`src/rtl/video_pkg.sv`:
```
// Shared types and constants for the video test-pattern source.
package video_pkg;

  typedef enum logic [1:0] {
    PAT_SOLID = 2'd0,
    PAT_RAMP  = 2'd1,
    PAT_BARS  = 2'd2,
    PAT_CHECK = 2'd3
  } pattern_e;

  typedef struct packed {
    logic [7:0] r;
    logic [7:0] g;
    logic [7:0] b;
  } rgb_t;

  localparam int unsigned CNT_W = 11;
  localparam int unsigned MAX_TOTAL = 2048;

  // Default 1600x900 timing (1800x1000 total)
  localparam int unsigned DEF_HRES  = 1600;
  localparam int unsigned DEF_VRES  = 900;
  localparam int unsigned DEF_HFP   = 24;
  localparam int unsigned DEF_HSYNC = 80;
  localparam int unsigned DEF_HBP   = 96;
  localparam int unsigned DEF_VFP   = 1;
  localparam int unsigned DEF_VSYNC = 3;
  localparam int unsigned DEF_VBP   = 96;

  // Colour bars, left to right
  localparam rgb_t BAR_TABLE [8] = '{
    '{r: 8'hFF, g: 8'hFF, b: 8'hFF},  // white
    '{r: 8'hFF, g: 8'hFF, b: 8'h00},  // yellow
    '{r: 8'h00, g: 8'hFF, b: 8'hFF},  // cyan
    '{r: 8'h00, g: 8'hFF, b: 8'h00},  // green
    '{r: 8'hFF, g: 8'h00, b: 8'hFF},  // magenta
    '{r: 8'hFF, g: 8'h00, b: 8'h00},  // red
    '{r: 8'h00, g: 8'h00, b: 8'hFF},  // blue
    '{r: 8'h00, g: 8'h00, b: 8'h00}   // black
  };

endpackage

```
`src/rtl/video_sync_counter.sv`:
```
// One raster axis: position counter with active/sync region decode.
module video_sync_counter
  import video_pkg::*;
#(
  parameter int unsigned RES  = DEF_HRES,
  parameter int unsigned FP   = DEF_HFP,
  parameter int unsigned SYNC = DEF_HSYNC,
  parameter int unsigned BP   = DEF_HBP,
  parameter bit          POL  = 1'b1
) (
  input  logic             clk,
  input  logic             rst,
  input  logic             en,
  input  logic             inc,
  output logic [CNT_W-1:0] cnt,
  output logic             active,
  output logic             sync,
  output logic             wrap
);

  localparam int unsigned TOTAL    = RES + FP + SYNC + BP;
  localparam int unsigned SYNC_BEG = RES + FP;
  localparam int unsigned SYNC_END = RES + FP + SYNC;
  localparam logic [CNT_W-1:0] LAST = CNT_W'(TOTAL - 1);

  logic [CNT_W-1:0] cnt_q, cnt_d;

  // Next position: advance on inc, wrap after the last position
  always_comb begin
    wrap  = inc && (cnt_q == LAST);
    cnt_d = cnt_q;
    if (inc) cnt_d = wrap ? '0 : cnt_q + CNT_W'(1);
  end

  // Position register, held at 0 while disabled
  always_ff @(posedge clk) begin
    if (rst || !en) cnt_q <= '0;
    else            cnt_q <= cnt_d;
  end

  assign cnt    = cnt_q;
  assign active = 32'(cnt_q) < RES;
  assign sync   = ((32'(cnt_q) >= SYNC_BEG) && (32'(cnt_q) < SYNC_END)) ? POL : ~POL;

endmodule

```
`src/rtl/video_stream_gen.sv`:
```
// Raster timing and RGB test-pattern source for pixel-pipeline bring-up.
module video_stream_gen
  import video_pkg::*;
#(
  parameter int unsigned HRES   = DEF_HRES,
  parameter int unsigned VRES   = DEF_VRES,
  parameter int unsigned HFP    = DEF_HFP,
  parameter int unsigned HSYNC  = DEF_HSYNC,
  parameter int unsigned HBP    = DEF_HBP,
  parameter int unsigned VFP    = DEF_VFP,
  parameter int unsigned VSYNC  = DEF_VSYNC,
  parameter int unsigned VBP    = DEF_VBP,
  parameter bit          HS_POL = 1'b1,
  parameter bit          VS_POL = 1'b0
) (
  input  logic             clk,
  input  logic             rst,
  input  logic             en_i,
  input  logic [1:0]       pattern_sel_i,
  input  logic [23:0]      solid_rgb_i,
  output logic [CNT_W-1:0] h_cnt,
  output logic [CNT_W-1:0] v_cnt,
  output logic             dv_o,
  output logic             hs_o,
  output logic             vs_o,
  output logic [7:0]       red_o,
  output logic [7:0]       green_o,
  output logic [7:0]       blue_o,
  output logic             frame_start_o
);

  localparam int unsigned HTOTAL = HRES + HFP + HSYNC + HBP;
  localparam int unsigned VTOTAL = VRES + VFP + VSYNC + VBP;
  localparam logic [CNT_W-1:0] BAR_LAST = CNT_W'(HRES / 8 - 1);

  if (HTOTAL > MAX_TOTAL || VTOTAL > MAX_TOTAL) begin : g_bad_timing
    $error("video_stream_gen: HTOTAL/VTOTAL exceed 2048");
  end
  if (HRES < 8) begin : g_bad_hres
    $error("video_stream_gen: HRES must be at least 8 for colour bars");
  end

  logic [CNT_W-1:0] h, v;
  logic             h_act, v_act, h_sync, v_sync, h_wrap, v_wrap;

  video_sync_counter #(
    .RES(HRES), .FP(HFP), .SYNC(HSYNC), .BP(HBP), .POL(HS_POL)
  ) u_h (
    .clk(clk), .rst(rst), .en(en_i), .inc(1'b1),
    .cnt(h), .active(h_act), .sync(h_sync), .wrap(h_wrap)
  );

  video_sync_counter #(
    .RES(VRES), .FP(VFP), .SYNC(VSYNC), .BP(VBP), .POL(VS_POL)
  ) u_v (
    .clk(clk), .rst(rst), .en(en_i), .inc(h_wrap),
    .cnt(v), .active(v_act), .sync(v_sync), .wrap(v_wrap)
  );

  pattern_e         pat_q;
  rgb_t             solid_q;
  logic [7:0]       frame_cnt_q;
  logic [2:0]       bar_idx_q;
  logic [CNT_W-1:0] bar_sub_q;
  rgb_t             pix_d, pix_q;
  logic             dv_d;
  logic             dv_q, hs_q, vs_q, fs_q;
  logic [CNT_W-1:0] h_cnt_q, v_cnt_q;

  // Frame-level state. Pattern controls are captured on the cycle whose
  // successor is pixel (0,0): the v wrap while running, or every idle cycle
  // (counters parked at 0), so pixel (0,0) already uses the new selection.
  always_ff @(posedge clk) begin
    if (rst || !en_i) begin
      frame_cnt_q <= '0;
      pat_q       <= pattern_e'(pattern_sel_i);
      solid_q     <= rgb_t'(solid_rgb_i);
      bar_idx_q   <= '0;
      bar_sub_q   <= '0;
    end else begin
      if (v_wrap) begin
        frame_cnt_q <= frame_cnt_q + 8'd1;
        pat_q       <= pattern_e'(pattern_sel_i);
        solid_q     <= rgb_t'(solid_rgb_i);
      end
      // Bar walker tracks the next h: cleared for h==0, steps every BAR_W pixels
      if (h_wrap) begin
        bar_idx_q <= '0;
        bar_sub_q <= '0;
      end else if (bar_sub_q == BAR_LAST) begin
        bar_sub_q <= '0;
        if (bar_idx_q != 3'd7) bar_idx_q <= bar_idx_q + 3'd1;
      end else begin
        bar_sub_q <= bar_sub_q + CNT_W'(1);
      end
    end
  end

  // Pixel colour for the current counter position, blanked outside active video
  always_comb begin
    dv_d  = h_act && v_act;
    pix_d = '0;
    case (pat_q)
      PAT_SOLID: pix_d = solid_q;
      PAT_RAMP:  pix_d = '{r: h[7:0], g: v[7:0], b: frame_cnt_q};
      PAT_BARS:  pix_d = BAR_TABLE[bar_idx_q];
      PAT_CHECK: pix_d = (h[5] ^ v[5] ^ frame_cnt_q[6]) ? '1 : '0;
      default:   pix_d = '0;
    endcase
    if (!dv_d) pix_d = '0;
  end

  // Output stage: every output describes the same pixel, one clock after the counters
  always_ff @(posedge clk) begin
    if (rst || !en_i) begin
      h_cnt_q <= '0;
      v_cnt_q <= '0;
      dv_q    <= 1'b0;
      hs_q    <= ~HS_POL;
      vs_q    <= ~VS_POL;
      pix_q   <= '0;
      fs_q    <= 1'b0;
    end else begin
      h_cnt_q <= h;
      v_cnt_q <= v;
      dv_q    <= dv_d;
      hs_q    <= h_sync;
      vs_q    <= v_sync;
      pix_q   <= pix_d;
      fs_q    <= (h == '0) && (v == '0);
    end
  end

  assign h_cnt         = h_cnt_q;
  assign v_cnt         = v_cnt_q;
  assign dv_o          = dv_q;
  assign hs_o          = hs_q;
  assign vs_o          = vs_q;
  assign red_o         = pix_q.r;
  assign green_o       = pix_q.g;
  assign blue_o        = pix_q.b;
  assign frame_start_o = fs_q;

endmodule

```
`config.mk`:
```
export PLATFORM = sky130hd
export DESIGN_NAME = video_stream_gen
export DESIGN_NICKNAME = d
export VERILOG_FILES = /design/src/rtl/video_pkg.sv /design/src/rtl/video_sync_counter.sv /design/src/rtl/video_stream_gen.sv
export SDC_FILE = /design/constraint.sdc
export NUM_CORES = 1
export LEC_CHECK = 0
export CAP_MARGIN = 20
export CELL_PAD_IN_SITES_DETAIL_PLACEMENT = 2
export CELL_PAD_IN_SITES_GLOBAL_PLACEMENT = 2
export CORE_UTILIZATION = 36
export CTS_BUF_LIST = sky130_fd_sc_hd__clkbuf_16
export DETAILED_ROUTE_END_ITERATION = 12
export PLACE_DENSITY = 0.92
export SLEW_MARGIN = 10
export SYNTH_ARGS = -nofsm -noshare
export SYNTH_HDL_FRONTEND = slang
export SYNTH_SLANG_ARGS = --single-unit
```
`constraint.sdc`:
```
create_clock -name clk -period 4.8 [get_ports clk]
set_input_delay 0.96 -clock clk [delete_from_list [all_inputs] [get_ports clk]]
set_output_delay 0.96 -clock clk [all_outputs]
set_load 0.1 [all_outputs]
```
After elaboration in Yosys (flattened, before gate mapping)
Memory sizes are Yosys's and may differ from the RTL's.
Index checks and enable logic that the tools add are counted.
W data, S select, Z words.
{ "word_totals": {"mem_bits_ro": 192, "output_inout_bits": 50, "reg_bits": 120, "n_memories": 1} }
{ "classes": {"n_eq_ne": 7, "mux": 11, "bitwise_logic": 4, "add_sub_neg": 5, "n_reduce_logical": 15, "order_cmp": 7} }
{ "mem_list": {"columns": ["name", "depth", "word_bits", "rd", "rd_clocked_by_memory_dff", "write_ports", "line_no", "text"], "rows": [
  ["(no name shown)", 8, 24, 1, 0, 0, "video_stream_gen.sv:106", "PAT_BARS: pix_d = BAR_TABLE[bar_idx_q];"]
]} }
{ "op_table": {"columns": ["op", "count"], "rows": [
  ["$mux W24", 5],
  ["$pmux W24 S4", 1],
  ["$add A11 B1 Y11 const B", 3],
  ["$logic_not A11 Y1", 2],
  ["$lt A11 B10 Y1 const B", 2],
  ["$lt A11 B11 Y1 const B", 2],
  ["$eq A11 B10 Y1 const B", 1],
  ["$eq A11 B11 Y1 const B", 1],
  ["$eq A11 B8 Y1 const B", 1],
  ["$ge A11 B10 Y1 const B", 1],
  ["$ge A11 B11 Y1 const B", 1],
  ["$mux W11", 1],
  ["$add A8 B1 Y8 const B", 1],
  ["$logic_and A1 B1 Y1", 5],
  ["$eq A2 B2 Y1 const B", 2],
  ["$ge A4 B4 Y1 const B", 1],
  ["$mux W2", 2],
  ["$not A3 Y4", 1],
  ["$reduce_or A2 Y1", 2],
  ["$add A3 B1 Y3 const B", 1],
  ["$ne A3 B3 Y1 const B", 1],
  ["$reduce_or A3 Y1", 1],
  ["$eq A2 B1 Y1 const B", 1],
  ["$logic_not A2 Y1", 1],
  ["other kinds (7)", 9]
]} }

Logic depth before layout (Yosys ltp)
Gate-level depths: netlist of the first run.
{ "depth": {"word_depth": 5, "ltp_mapped": 7, "ltp_nobuf": 5} }

Hierarchy
Synthesis of the first run repeated with hierarchy kept, for this count alone.
{ "unflattened": {"hier_cells": 412, "area_unflattened_um2": 4723.3} }
{ "modules_own_cells": {"columns": ["mod", "area_each_um2", "cells_each", "n_inst"], "rows": [
  ["video_stream_gen", 3470.8, 268, 1],
  ["video_sync_counter (u_h)", 629.4, 72, 1],
  ["video_sync_counter (u_v)", 623.1, 72, 1]
]} }

Worst setup path before layout of the first run
No wires, ideal clock.
{ "synth_timing": {"path_kind": "flip-flop to flip-flop", "startpoint": "register u_h.cnt_q[7], in the netlist u_h.cnt[7]", "endpoint": "register pat_q[0] (enable)", "setup_time_ns": 0.397, "path_stages_with_launch": 6, "synth_period_minus_slack_ns": 3.002, "t_arrival_ns": 2.605, "setup_slack_ns": 1.798, "path_buffers": 2, "path_cell_list": "dfxtp_1 -> buf_6 -> or4_4 -> or4_4 -> clkbuf_1 -> o21ai_2"} }
{ "synth_via": {"elab_chain_cells": 3} }
{ "synth_lines": {"columns": ["item", "line_no", "text"], "rows": [
  ["from (decl)", "video_sync_counter.sv:26", "logic [CNT_W-1:0] cnt_q, cnt_d;"],
  ["from (signal assigned)", "video_sync_counter.sv:38", "else cnt_q <= cnt_d;"],
  ["$eq A11 B11 Y1", "video_sync_counter.sv:30", "wrap = inc && (cnt_q == LAST);"],
  ["$logic_and A1 B1 Y1", "video_sync_counter.sv:30", null],
  ["$reduce_bool A2 Y1 (no source line)", null, null],
  ["to (signal assigned)", "video_stream_gen.sv:76", "pat_q <= pattern_e'(pattern_sel_i);"],
  ["to (signal assigned)", "video_stream_gen.sv:83", "pat_q <= pattern_e'(pattern_sel_i);"],
  ["to (decl)", "video_stream_gen.sv:60", "pattern_e pat_q;"]
]} }
No other way between the ends.
A chain may end at the register's enable or synchronous reset.

Final worst setup path of the first run
{ "layout_timing": {"startpoint": "input port rst", "endpoint": "register pix_q, in the netlist blue_o[7]"} }
{ "layout_via": {"elab_chain_cells": 2} }
{ "layout_lines": {"columns": ["item", "line_no", "text"], "rows": [
  ["from (decl)", "video_stream_gen.sv:17", "input logic rst,"],
  ["$logic_or A1 B1 Y1", "video_stream_gen.sv:115", "if (rst || !en_i) begin"],
  ["$reduce_or A2 Y1 (no source line)", null, null],
  ["to (signal assigned)", "video_stream_gen.sv:129", "pix_q <= pix_d;"],
  ["to (decl)", "video_stream_gen.sv:65", "rgb_t pix_d, pix_q;"]
]} }
No other way between the ends.

==> results of run 1 <==
==> layout make-up <==
| cell class | count | area, µm² |
|---|---|---|
| fill | 1301 | 6430 |
| timing repair buffer | 82 | 808 |
| sequential | 120 | 2660 |
| inverter | 8 | 30.0 |
| clock buffer | 18 | 450 |
| multi-input combinational | 296 | 1810 |
| tap | 172 | 215 |
| clock inverter | 14 | 163 |
==> metal layers <==
layer / vias up / global-route usage
met5: - / 0
met4: 0 / 0.0918
met3: 22 / 0.0517
met2: 88 / 0.403
met1: 1816 / 0.278
li1: 1746 / -
==> path summary, 6_finish.rpt <==
path,startpoint,to,cells after the start
setup / recovery,rst,blue_o[7],5
hold / removal,bar_sub_q[0],bar_sub_q[0],1
setup reg to reg,u_h.cnt[7],solid_q[22],4
hold reg to reg,bar_sub_q[0],bar_sub_q[0],1
==> power groups by stage <==
stage	sequential, mW	combinational, mW	clock, mW
after floorplan	1.17	0.0500	0
after global placement	1.10	0.190	0
after detailed placement	1.10	0.198	0
after CTS	1.08	0.200	1.34
after global routing	1.08	0.209	1.39
final	1.08	0.198	1.32
==> state kept, by name, indices dropped and copies added, names as in the netlist <==
register and count:
solid_q 24, bar_sub_q 11, h_cnt 11, u_h.cnt 11, u_v.cnt 11, v_cnt 11, blue_o 8, frame_cnt_q 8
green_o 8, red_o 8, bar_idx_q 3, pat_q 2, dv_o 1, frame_start_o 1, hs_o 1, vs_o 1
==> cell families after synthesis <==
logic type / after synthesis / synth area share
flip-flops: 120 / 0.577
AND/OR/NAND/NOR: 198 / 0.229
multiplexers: 2 / 0.00434
AO/OA/AOI/OAI: 67 / 0.0937
XOR/XNOR: 20 / 0.0409
adder cells (fa/ha/maj): 9 / 0.0244
buffers and inverters: 34 / 0.0314
==> cell usage in the layout (no fill, tap or decap), types with 10 or more instances in the layout <==
| cell type | Yosys | final |
|---|---|---|
| clkdlybuf4s50_1 | 0 | 78 |
| o21ai_0 | 10 | 10 |
| a211oi_1 | 24 | 24 |
| edfxtp_1 | 26 | 26 |
| nand2_1 | 18 | 18 |
| clkbuf_16 | 0 | 18 |
| xnor2_1 | 12 | 12 |
| and2_1 | 19 | 19 |
| or4_1 | 13 | 13 |
| nand3_1 | 18 | 18 |
| dfxtp_1 | 94 | 94 |
| a21oi_1 | 20 | 20 |
| nor2_1 | 59 | 59 |
| o31ai_1 | 10 | 10 |
| nor2b_1 | 26 | 26 |
| inv_1 | 8 | 12 |
==> stage by stage <==
stage	instance area, µm²	utilization	cells	power [mW]	setup WS (ps)
detailed placement	5530	0.440	678	1.30	1540
global route	6140	0.489	710	2.68	1710
global placement	5520	0.439	677	1.29	1770
floorplan	4620	-	450	1.22	1800
finish	6140	0.489	710	2.60	1850
CTS	6140	0.489	710	2.62	1830
==> worst max-delay path, delay by kind of cell <==
family | cells | cell delay, ps
and+or+nand+nor | 4 | 1880
buffers and inverters | 1 | 420
==> key figures, run 1 <==
Clock network
  – Clk Latency, worst-skew pair: around 420 ps
  – CTS tree: built
  – Setup bufs post-CTS: 0
  – Longest Clk Path Bufs: 2
  – Post-CTS sizing: 0
  – Hold Buf Count CTS: 0
  – H-tree depth: 4
  – Clock transition at path regs: 50 ps
  – Clock buffer count from CTS: 17
  – CTS Sinks: 120
  – CTS Root Cell: clkbuf_16

Drt
  – Total number of vias: 3672
  – Top sig layer: met4
  – DR vias/cell: roughly 5.2
  – Initial DRC count: between 100 and 150
  – Drt wl/cell: 19.9 µm
  – Drt drc: 0
  – Met1 WL: ~6000 µm
  – Detailed Route WL: about 14000 µm
  – Post-route antenna net violation count: 0
  – TritonRoute pass-1 iters: 4
  – DR WL met3: about 480 µm
  – WL met2: 7380 µm

Synthesis
  – Warnings, synthesis: 0
  – Asr flop ratio synth: 0
  – Synth Instances: 450
  – Yosys cell types: 37
  – Seq/Total Area, Yosys: 0.577
  – Mapped cell area: approximately 4600 µm²
  – Top-area cell type share of the netlist area: 0.407
  – Top_reg_cell synth: dfxtp_1
  – Synth top area cells: dfxtp_1 41%, edfxtp_1 17%, nor2_1 4.8%, a211oi_1 3.9%, nor2b_1 3.5%
  – Flops & latches, synth: 120
  – Most common cell in the netlist: dfxtp_1
  – Synth area leader: dfxtp_1
  – Syn Nets: 488
  – EDFF count, synth: 26
  – Mean area per synthesized cell: 10.3 µm²
  – Synth cell count leaders: 94 x dfxtp_1, 59 x nor2_1, 26 x edfxtp_1, 26 x nor2b_1, 24 x a211oi_1

STA
  – Actual slew at the worst max-slew pin: 1000 ps
  – Max_slew headroom: 0.328
  – Minimum clock period after layout: roughly 3000 ps
  – Setup TNS: 0 ps
  – Clock skew: ~7.5 ps
  – FMAX: around 340 MHz
  – RSZ-0062 raised after global routing: no
  – Fin crit share: 0.615
  – Hold WS: around 480 ps
  – Max-slew violations: 0
  – Final number of setup-violating endpoints: 0
  – Final Hold Vio Count: 0

Power
  – Part of the power in the clock network: 0.509
  – Int Pwr: about 2.0 mW
  – Net Sw Power: around 0.59 mW
  – Sw Share: 0.229
  – LEAKAGE: between 2 and 2.5 nW
  – Worst VDD drop: 204 µV
  – Combinational share of power: 0.076
  – Power Density: 423 nW/µm²
  – Reg power frac: 0.415

Layout
  – Antenna diodes: 0
  – Share of layout cells above drive strength 1: 0.0613
  – Layout area overhead: 32.9%
  – # nets final: about 560

Die
  – Placeable core area: 12600 µm²
  – Initial Util: 0.367
  – IO Count: a little under 80
  – DIE HEIGHT: ~120 µm
  – Die Span X: approximately 120 µm
  – Row count: 41
  – Die area: around 13000 µm²

Placed design
  – Port buffer count: roughly 80
  – GP Congestion: between 0.7 and 0.8
  – HPWL after DPL: ~9500 µm

Worst setup path
  – Reg2reg setup slack: a little over 2000 ps
  – Crit Path Class: input port to flop
  – Crit path launch type: input port
  – CP required: a little over 5000 ps
  – Worst path slowest cell: nor3_1
  – Max FO, Critical Path: 18
  – WP data arrival: 3280 ps
  – Largest stage delay on the critical path: ~600 ps
  – Cell Chain, Critical Path: clkdlybuf4s50_1 -> nand2b_1 -> nor3_1 -> nand4_1 -> nor2_1
  – Crit end category: flop

Status
  – Status: completed

Global route
  – Total grt overflow: 0
  – Vias in the first global route: 4059
  – Gr usage total: 0.232
  – First-pass GRT wire length: 22400 µm
  – Largest net degree at the start of global routing: 51
  – Initial antenna violation count: 0

Min path
  – Hold Path Class: flop to flop

Job
  – Max cap viols: 0
Power figures use the tool's default switching activity.
==> run 2: changes to the inputs <==
--- a/config.mk
+++ b/config.mk
@@ -8,10 +8,10 @@
 export CAP_MARGIN = 20
 export CELL_PAD_IN_SITES_DETAIL_PLACEMENT = 2
 export CELL_PAD_IN_SITES_GLOBAL_PLACEMENT = 2
-export CORE_UTILIZATION = 36
+export CORE_UTILIZATION = 33
 export CTS_BUF_LIST = sky130_fd_sc_hd__clkbuf_16
 export DETAILED_ROUTE_END_ITERATION = 12
-export PLACE_DENSITY = 0.92
+export PLACE_DENSITY = 0.85
 export SLEW_MARGIN = 10
 export SYNTH_ARGS = -nofsm -noshare
 export SYNTH_HDL_FRONTEND = slang
==> constraint.sdc (replaced) <==
create_clock -name clk -period 3 [get_ports clk]
set_input_delay 0.6 -clock clk [delete_from_list [all_inputs] [get_ports clk]]
set_output_delay 0.6 -clock clk [all_outputs]
set_load 0.1 [all_outputs]
==> key figures, run 2 (synthesized netlist as in run 1, its figures left out) <==
Status
  – Status: completed (unchanged)

Power
  – LEAKAGE: 2.31 nW (was 2.18 nW)
  – Power Density: 690 nW/µm² (was 423 nW/µm²)
  – Worst VDD drop: 358 µV (was 204 µV)

Clock network
  – Hold Buf Count CTS: 0 (unchanged)
  – Clk Latency, worst-skew pair: 430 ps (was 420 ps)
  – CTS Sinks: 120 (unchanged)
  – Longest Clk Path Bufs: 2 (unchanged)
  – H-tree depth: 4 (unchanged)
  – CTS Root Cell: clkbuf_16 (unchanged)
  – Clock buffer count from CTS: 17 (unchanged)
  – Post-CTS sizing: 0 (unchanged)
  – Setup bufs post-CTS: 0 (unchanged)
  – CTS tree: built (unchanged)
  – Clock transition at path regs: 50 ps (about the same)

Die
  – Row count: 42 (was 41)
  – Placeable core area: 13500 µm² (was 12600 µm²)
  – Die Span X: 120 µm (was 115 µm)
  – Die area: 14500 µm² (was 13300 µm²)
  – IO Count: 79 (unchanged)
  – Initial Util: 0.343 (was 0.367)
  – DIE HEIGHT: 120 µm (was 115 µm)

STA
  – Final Hold Vio Count: 0 (unchanged)
  – Fin crit share: 0.871
  – FMAX: approximately 380 MHz
  – Setup slack after layout: 386 ps (was 1850 ps)
  – RSZ-0062 raised after global routing: no (unchanged)
  – Max-slew violations: 0 (unchanged)
  – Clock skew: 9.58 ps (was 7.46 ps)
  – Setup TNS: 0 ps (unchanged)
  – Actual slew at the worst max-slew pin: 850 ps (was 1000 ps)
  – Max_slew headroom: 0.428 (was 0.328)
  – Minimum clock period after layout: 2610 ps
  – Final number of setup-violating endpoints: 0 (unchanged)

Layout
  – Layout area overhead: 32.0% (was 32.9%)
  – # nets final: 570 (was 563)
  – Largest register FFs: 24 (unchanged)
  – Most common library cell in the layout ignoring fill and taps: dfxtp_1 (unchanged)
  – Post-layout util: 0.453 (was 0.489)
  – Leading cell types in the layout, fill and taps excluded: 94 x dfxtp_1, 59 x nor2_1, 59 x buf_4 (was 94 x dfxtp_1, 78 x clkdlybuf4s50_1, 59 x nor2_1)
  – Antenna diodes: 0 (unchanged)
  – Largest Register: solid_q (unchanged)
  – Share of layout cells above drive strength 1: 0.167 (was 0.0613)

Worst setup path
  – Crit path launch type: flop (was input port)
  – Crit end category: flop (unchanged)
  – CP required: 3350 ps (was 5130 ps)
  – Worst R2R Start: u_h.cnt[7] (unchanged)
  – Crit Path Class: flop to flop (was input port to flop)
  – CP startpoint: u_h.cnt[7] (was rst)
  – Max FO, Critical Path: 39 (was 18)
  – R2r worst-path depth: 4 (unchanged)
  – Reg2reg setup slack: 390 ps (was 2030 ps)
  – WP data arrival: 2960 ps (was 3280 ps)

Global route
  – Largest net degree at the start of global routing: 40 (was 51)
  – M3 GR Usage: 0.0703 (was 0.0517)
  – M1 GR Usage: 0.271 (was 0.278)
  – Vias in the first global route: 4221 (was 4059)
  – Grt met2 use: 0.381 (was 0.403)
  – First-pass GRT wire length: 24300 µm (was 22400 µm)
  – Gr usage total: 0.230 (was 0.232)
  – Initial antenna violation count: 0 (unchanged)
  – GR peak layer: met2 (unchanged)
  – Total grt overflow: 0 (unchanged)

Drt
  – DR vias/cell: 5.21 (was 5.17)
  – Post-route antenna net violation count: 0 (unchanged)
  – Drt wl/cell: 21.3 µm (was 19.9 µm)
  – Total number of vias: 3758 (was 3672)
  – TritonRoute pass-1 iters: 4 (unchanged)
  – Detailed Route WL: 15300 µm (was 14100 µm)
  – Drt drc: 0 (unchanged)
  – Initial DRC count: 213 (was 147)

Placed design
  – GP Congestion: 0.764 (was 0.773)
  – HPWL after DPL: 10000 µm (was 9460 µm)
  – Port buffer count: 78 (unchanged)
  – Setup WS pre-CTS: 461 ps (was 1540 ps)

Min path
  – Hold path startpoint: bar_sub_q[0] (unchanged)
  – Hold Crit Depth: 1 (unchanged)
  – Hold Path Class: flop to flop (unchanged)

Job
  – Max cap viols: 0 (unchanged)
-- run 2: cell types whose count changed in the layout (fill, tap and decap cells not counted), sizes merged --
cell	change
buf	+57
clkbuf	-1
bufinv	+1
inv	-1
clkinvlp	-1
clkinv	+2
clkdlybuf4s50	-50
-- run 2: metrics by stage --
step | std cells | hold slack (ps) | area, µm² | power [mW]
detailed placement | 689 | 479 | 5480 | 2.07
CTS | 721 | 491 | 6090 | 4.26
global placement | 688 | 442 | 5470 | 2.06
finish | 721 | 479 | 6090 | 4.21
floorplan | 450 | 426 | 4630 | 1.96
global route | 721 | 510 | 6090 | 4.34
-- run 2: cell type report --
class | instances | area, µm²
Clock inverter | 15 | 190
Tap cell | 176 | 220
Fill cell | 1448 | 7360
Inverter | 8 | 30.0
Timing Repair Buffer | 89 | 748
Sequential cell | 120 | 2660
Multi-Input combinational cell | 296 | 1820
Clock buffer | 17 | 425
-- run 2: final timing paths --
kind                   to
max reg2reg    u_v.cnt[8]
max            u_v.cnt[8]
min reg2reg  bar_sub_q[0]
min          bar_sub_q[0]
-- run 2: worst max-delay path, cell delays in order (launching register included) --
cell and delay, ps:
dfxtp_1 400, or4_4 590, or4_4 750, or4_1 600
a21oi_1 190
-- run 2: where the power goes --
group	internal (mW)	switching, mW
Clock	1.44	0.720
Sequential	1.70	0.0249
Combinational	0.0921	0.226
-- run 2: routing by layer --
layer	wire (µm)	up-vias
met5	0	-
met4	379	0
met3	640	32
met2	7820	94
met1	6500	1882
li1	-	1750
